`src/rtl/i2c_arb_pkg.sv`:
```
// i2c_arb_pkg: shared state encoding, byte width and watchdog constants for the I2C transaction arbiter
package i2c_arb_pkg;
  typedef enum logic [2:0] {IDLE, ARB, LAUNCH, WAIT_BUSY, WAIT_DONE, GAP, COMPLETE, FAIL} state_t;
  localparam int BYTE_W = 8;
  localparam int WDOG_W = 16;
  localparam logic [WDOG_W-1:0] WDOG_MAX = 16'hFFFF;
endpackage

```
`src/rtl/i2c_txn_arbiter_rr_select.sv`:
```
// rr_select: combinational round-robin pick of the first requester at or after ptr
module rr_select #(
  parameter int N = 4,
  parameter int PW = $clog2(N)
) (
  input  logic [N-1:0]  req,
  input  logic [PW-1:0] ptr,
  output logic [N-1:0]  gnt,
  output logic [PW-1:0] idx
);
  // scanned farthest-first so the nearest requester is the last one written
  always_comb begin
    gnt = '0;
    idx = '0;
    for (int k = N - 1; k >= 0; k--)
      if (req[(int'(ptr) + k) % N]) begin
        gnt = '0;
        gnt[(int'(ptr) + k) % N] = 1'b1;
        idx = PW'((int'(ptr) + k) % N);
      end
  end
endmodule

```
`src/rtl/i2c_txn_arbiter.sv`:
```
// i2c_txn_arbiter: round-robin sharing of one I2C byte master with NACK retry.
// Define I2C_ARB_TIMEOUT_EN to add a 16-bit watchdog on the master handshake.
module i2c_txn_arbiter
  import i2c_arb_pkg::*;
#(
  parameter int NUM_REQ = 4,
  parameter int MAX_RETRY = 3,
  parameter int GAP_CYCLES = 4
) (
  input  logic                      clk,
  input  logic                      rst,
  input  logic [NUM_REQ-1:0]        req,
  input  logic [BYTE_W*NUM_REQ-1:0] req_byte,
  output logic [NUM_REQ-1:0]        grant,
  output logic [NUM_REQ-1:0]        grant_done,
  output logic [NUM_REQ-1:0]        grant_err,
  output logic                      m_start_tx,
  output logic [BYTE_W-1:0]         m_data_in,
  input  logic                      m_busy,
  input  logic                      m_done,
  input  logic                      m_nack,
  output logic                      arb_busy
);
  localparam int PW = $clog2(NUM_REQ);
  state_t state;
  logic [PW-1:0] rr_ptr, owner, sel_idx;
  logic [NUM_REQ-1:0] sel_gnt;
  logic [2:0] retry_cnt;
  logic [7:0] gap_cnt;
`ifdef I2C_ARB_TIMEOUT_EN
  logic [WDOG_W-1:0] wdog;
`endif
  rr_select #(.N(NUM_REQ)) u_sel (.req(req), .ptr(rr_ptr), .gnt(sel_gnt), .idx(sel_idx));
  assign arb_busy = state != IDLE;
  // pulse outputs are set on the transition into their state so they are high during it
  always_ff @(posedge clk) begin
    if (rst) begin
      state <= IDLE;
      grant <= '0;
      grant_done <= '0;
      grant_err <= '0;
      m_start_tx <= 1'b0;
      m_data_in <= '0;
      retry_cnt <= '0;
      gap_cnt <= '0;
      rr_ptr <= '0;
      owner <= '0;
`ifdef I2C_ARB_TIMEOUT_EN
      wdog <= '0;
`endif
    end else begin
      m_start_tx <= 1'b0;
      grant_done <= '0;
      grant_err <= '0;
      case (state)
        IDLE: if (|req) state <= ARB;
        ARB:
          if (|req) begin
            grant <= sel_gnt;
            owner <= sel_idx;
            m_data_in <= req_byte[{sel_idx, 3'b000} +: BYTE_W];
            retry_cnt <= '0;
            m_start_tx <= 1'b1;
            state <= LAUNCH;
          end else state <= IDLE;
        LAUNCH: begin
`ifdef I2C_ARB_TIMEOUT_EN
          wdog <= '0;
`endif
          state <= WAIT_BUSY;
        end
        WAIT_BUSY, WAIT_DONE: begin
`ifdef I2C_ARB_TIMEOUT_EN
          wdog <= wdog + 1'b1;
          if (!m_done && wdog == WDOG_MAX) begin
            grant_err <= grant;
            state <= FAIL;
          end else
`endif
          if (m_done) begin
            if (!m_nack) begin
              grant_done <= grant;
              state <= COMPLETE;
            end else if (retry_cnt < 3'(MAX_RETRY)) begin
              retry_cnt <= retry_cnt + 3'd1;
              gap_cnt <= '0;
              state <= GAP;
            end else begin
              grant_err <= grant;
              state <= FAIL;
            end
          end else if (m_busy && state == WAIT_BUSY) state <= WAIT_DONE;
        end
        GAP:
          if (gap_cnt == 8'(GAP_CYCLES - 1)) begin
            m_start_tx <= 1'b1;
            state <= LAUNCH;
          end else gap_cnt <= gap_cnt + 8'd1;
        COMPLETE, FAIL: begin
          rr_ptr <= (owner == PW'(NUM_REQ - 1)) ? '0 : owner + 1'b1;
          grant <= '0;
          state <= IDLE;
        end
        default: state <= IDLE;
      endcase
    end
  end
endmodule

```
`config.mk`:
```
export PLATFORM = sky130hd
export DESIGN_NAME = i2c_txn_arbiter
export DESIGN_NICKNAME = d
export VERILOG_FILES = /design/src/rtl/i2c_arb_pkg.sv /design/src/rtl/i2c_txn_arbiter_rr_select.sv /design/src/rtl/i2c_txn_arbiter.sv
export SDC_FILE = /design/constraint.sdc
export NUM_CORES = 1
export LEC_CHECK = 0
export ABC_AREA = 0
export BUFFER_PORTS_ARGS = -buffer_cell sky130_fd_sc_hd__buf_2
export CELL_PAD_IN_SITES_DETAIL_PLACEMENT = 1
export CELL_PAD_IN_SITES_GLOBAL_PLACEMENT = 1
export CORE_ASPECT_RATIO = 2
export CORE_MARGIN = 2
export CORE_UTILIZATION = 38
export CTS_BUF_LIST = sky130_fd_sc_hd__clkbuf_4 sky130_fd_sc_hd__clkbuf_8
export DETAILED_ROUTE_END_ITERATION = 10
export GPL_TIMING_DRIVEN = 0
export HOLD_SLACK_MARGIN = 0.03
export MAX_ROUTING_LAYER = met4
export PLACE_DENSITY_LB_ADDON = 0.1
export SLEW_MARGIN = 20
export SYNTH_ARGS = -nofsm -noshare
export SYNTH_HDL_FRONTEND = slang
export SYNTH_SLANG_ARGS = --single-unit
export TNS_END_PERCENT = 30
```
`constraint.sdc`:
```
create_clock -name clk -period 2.74 [get_ports clk]
set_input_delay 0.137 -clock clk [delete_from_list [all_inputs] [get_ports clk]]
set_output_delay 0.137 -clock clk [all_outputs]
set_load 0.005 [all_outputs]
```
==> results.md <==
- Status: finished, final reports clean
- Layout cells sized above 1: around a quarter
- Core ar.: 0.00783 sq mm
- TritonCTS clock tree: yes
- Crit path from: rr_ptr[1]$_SDFFE_PP0N_
- Setup TNS: 0 ps
- Syn Inst Count: about 390
- RD Place Congestion: just under 0.9
- Worst hold path startpoint: req_byte[15]
- Final instance area: roughly 0.0036 sq mm
- Startpoint Class: flop
- Number of global-route vias before repair: around 3300
- Power Dens Cells: between 400 and 500 mW/mm^2
- Critical path peak fanout: 10
- Hold Vio Cnt, Final: 0
- Cell area after synthesis: 0.00303 sq mm
- Filler cells: 1005
- RSZ-0062 raised after global routing: false
- Synth Area in XOR/XNOR: less than 1%
- DR iter-0 viols: ~150
- Ys async rst share: 0%
- DRT antenna net count: 0
- CP cell instances: clkbuf_4 -> inv_1 -> ha_4 -> mux4_2 -> nor2b_1 -> buf_2 -> buf_6 -> nor3_1 -> o311ai_1 -> nand4_1
- Cts hold-fix bufs: 0
- VDD IR max: approximately 0.27 mV
- CTS clk-pin slew, worst paths: about 80 ps
- Slew Viols, Final: 0
- First-pass GRT wire length: approximately 16000 microns
- Antenna cells: 0
- Post-DP HPWL: 7780 microns
- Largest family of logic cells by synthesized area: simple AND/OR/NAND/NOR gates
- Die X: approximately 67 microns
- Antenna violations before repair: 0
- Simple-gate area share of the yosys netlist: a little under a third
- Top-Level Pins: 63
- Placed Area: about 0.0035 sq mm
- Post-synthesis sequential area ratio: 25.7%
- Post-synthesis net count: around 440
- Final setup viols: 0
- Via count: between 3000 and 4000
- H-tree levels: 2
- CP arrival: approximately 2700 ps
- CP max-delay cell: dfxtp_2
- Buffers on Ports: 60
- Layout area overhead: 19.7%
- Rel. slew slack: approximately 45%
- Final Cycle Share: between 90% and 100%
- Die Y: 130 microns
- Overflow left after global routing: 0
- Via density: roughly 6.0
- Tmin final: 2570 ps
- Critical Path Sink Type: flop
- WS Path Type: reg -> reg
- FF-to-FF Start: rr_ptr[1]$_SDFFE_PP0N_
- Total Routing Usage GR: approximately a quarter
- Initial Util: about two fifths
- DRT Pass-1 Iters: 4
- EDFF count, synth: 0
- Compound-gate portion of the synthesized area: about 25%
- Max cap viols: 0
- Buffers & Inverters on Critical Path: 4
- Die footprint: ~0.0088 sq mm
- Clock Skew: 6.64 ps
- Nets: between 500 and 600
- Fmax: 0.390 GHz
- Synth unique cells: 61
- Drt wl/cell: approximately 19 microns
- Clock Root Buffer: clkbuf_8
- P_leak: 0.00144 uW
- Hold Crit Class: in -> reg
- WL final: a little over 10000 microns
- TritonCTS buffer count: 5
- Largest net degree at the start of global routing: 13
- Total chip power: about 1500 uW
- Area share of fa/ha/maj cells after synthesis: about 4.5%
- Least-Margin Pin Slew: approximately 820 ps
- Post-synth top flop: dfxtp_1
- DRC viols: 0
- Synthesized area per cell: between 7 and 8 sq um
- Seq cells post-synth: 39
- Warnings from Yosys: 0
- Clk sinks: 39
- Max stage delay on crit path: between 300 and 400 ps
- Top delay family on crit path: buffers and inverters
- Multiplexer share of the synthesized area: 6.39%
- WP data required: approximately 2900 ps
- Clock Latency Late Sink: around 300 ps
- CTS Buffer Depth: 2
- Rows: 46
where the power goes:
part / leakage (uW) / internal [uW] / switching (uW)
clock: 0.0000502 / 266 / 213
sequential: 0.000318 / 605 / 31.8
combinational: 0.00107 / 157 / 245
cells in the final DEF (no fill, tap or decap), types with 5 or more instances in the layout:
| cell type | instances |
|---|---|
| nand2_1 | 32 |
| buf_2 | 65 |
| dfxtp_1 | 37 |
| a31o_2 | 8 |
| clkbuf_2 | 5 |
| a32oi_1 | 9 |
| clkbuf_8 | 5 |
| mux2i_1 | 6 |
| clkbuf_1 | 15 |
| nor3b_1 | 16 |
| nand3_1 | 24 |
| o21bai_1 | 8 |
| ha_1 | 10 |
| nor2_1 | 15 |
| nand2b_1 | 7 |
| and2_1 | 19 |
| and3_1 | 9 |
| nor3_1 | 20 |
| nand4_1 | 16 |
| o21ai_0 | 12 |
| a21oi_1 | 27 |
| inv_1 | 11 |
tightest hold or removal path: stages:
cell and delay (ps):
buf_2 80, and2_1 110, a32oi_1 90, nand4_1 70
routing by layer:
layer  wire length, microns  GRT usage [%]
met5                      0              -
met4                    174           9.00
met3                    434           2.67
met2                   5050           38.6
met1                   4580           31.8
final cells by class:
| class | instances | area [sq um] | share of cell area (%) |
|---|---|---|---|
| repair buffers | 61 | 308 | 8.48 |
| inverters | 11 | 41.3 | 1.14 |
| well taps | 96 | 120 | 3.31 |
| multi-input cells | 302 | 2110 | 58.0 |
| clock buffers | 5 | 68.8 | 1.90 |
| flip-flops and latches | 39 | 783 | 21.6 |
| plain buffers | 32 | 166 | 4.58 |
| clock inverters | 2 | 37.5 | 1.03 |
registers in the layout (all words and copies together) (netlist names):
name / flops
grant_err: 4
retry_cnt: 3
owner: 2
m_data_in: 8
state: 3
grant_done: 4
grant: 4
rr_ptr: 2
gap_cnt: 8
m_start_tx: 1
stage by stage:
stage / utilization (%) / worst slack [ps] / hold slack, ps / cells
2_1_floorplan: - / 43.6 / 402 / 385
3_3_place_gp: 44.1 / -540 / 458 / 541
3_5_place_dp: 44.1 / -542 / 473 / 541
4_1_cts: 45.8 / 22.4 / 229 / 547
5_1_grt: 46.4 / 16.1 / 260 / 548
6_report: 46.4 / 174 / 236 / 548
synthesized netlist by cell type, drive strengths merged, types with 2 or more instances:
library cell  count  area share, %
a2111o            2           0.74
a211oi            4            1.4
a21oi            28            4.7
a221oi            4            1.2
a31o              8            2.3
a31oi             2           0.41
a32oi             9            2.6
and2             19            3.9
and3              9            1.9
buf              11            2.3
clkbuf           22            2.8
dfxtp            39             26
ha               11            4.5
inv              11            1.4
mux2              3            1.1
mux2i             7            2.3
mux4              4            3.0
nand2            32            4.0
nand2b            7            1.4
nand3            24            4.0
nand4            16            3.3
nor2             15            1.9
nor3             20            3.3
nor3b            16            4.0
nor4              5            1.5
nor4b             2           0.58
o21ai            12            2.0
o21bai            8            2.0
o311a             4            1.3
o311ai            8            2.3
path summary, 6_finish.rpt:
kind,to,depth (start not counted),slack [ps]
max,m_data_in[6]$_SDFFE_PP0P_,10,170
min,m_data_in[7]$_SDFFE_PP0P_,4,240
max reg2reg,m_data_in[6]$_SDFFE_PP0P_,10,170
min reg2reg,m_data_in[7]$_SDFFE_PP0P_,2,490
what timing repair did:
item,in CTS,in global routing
resized for setup,10,12
pin swaps,0,1
buffers inserted,0,1
hold endpoints to repair,0,0
setup endpoints to repair,14,9
kinds of logic (layout without fill, tap and decap cells):
group	Yosys count	after routing
DFF	39	39
and+or+nand+nor	173	173
adders and majority gates	11	11
AOI/OAI and AO/OA	103	103
muxes	14	14
xor gates and xnor gates	1	1
buffers and inverters	44	111
No activity file was read; power rests on OpenSTA's default activity.
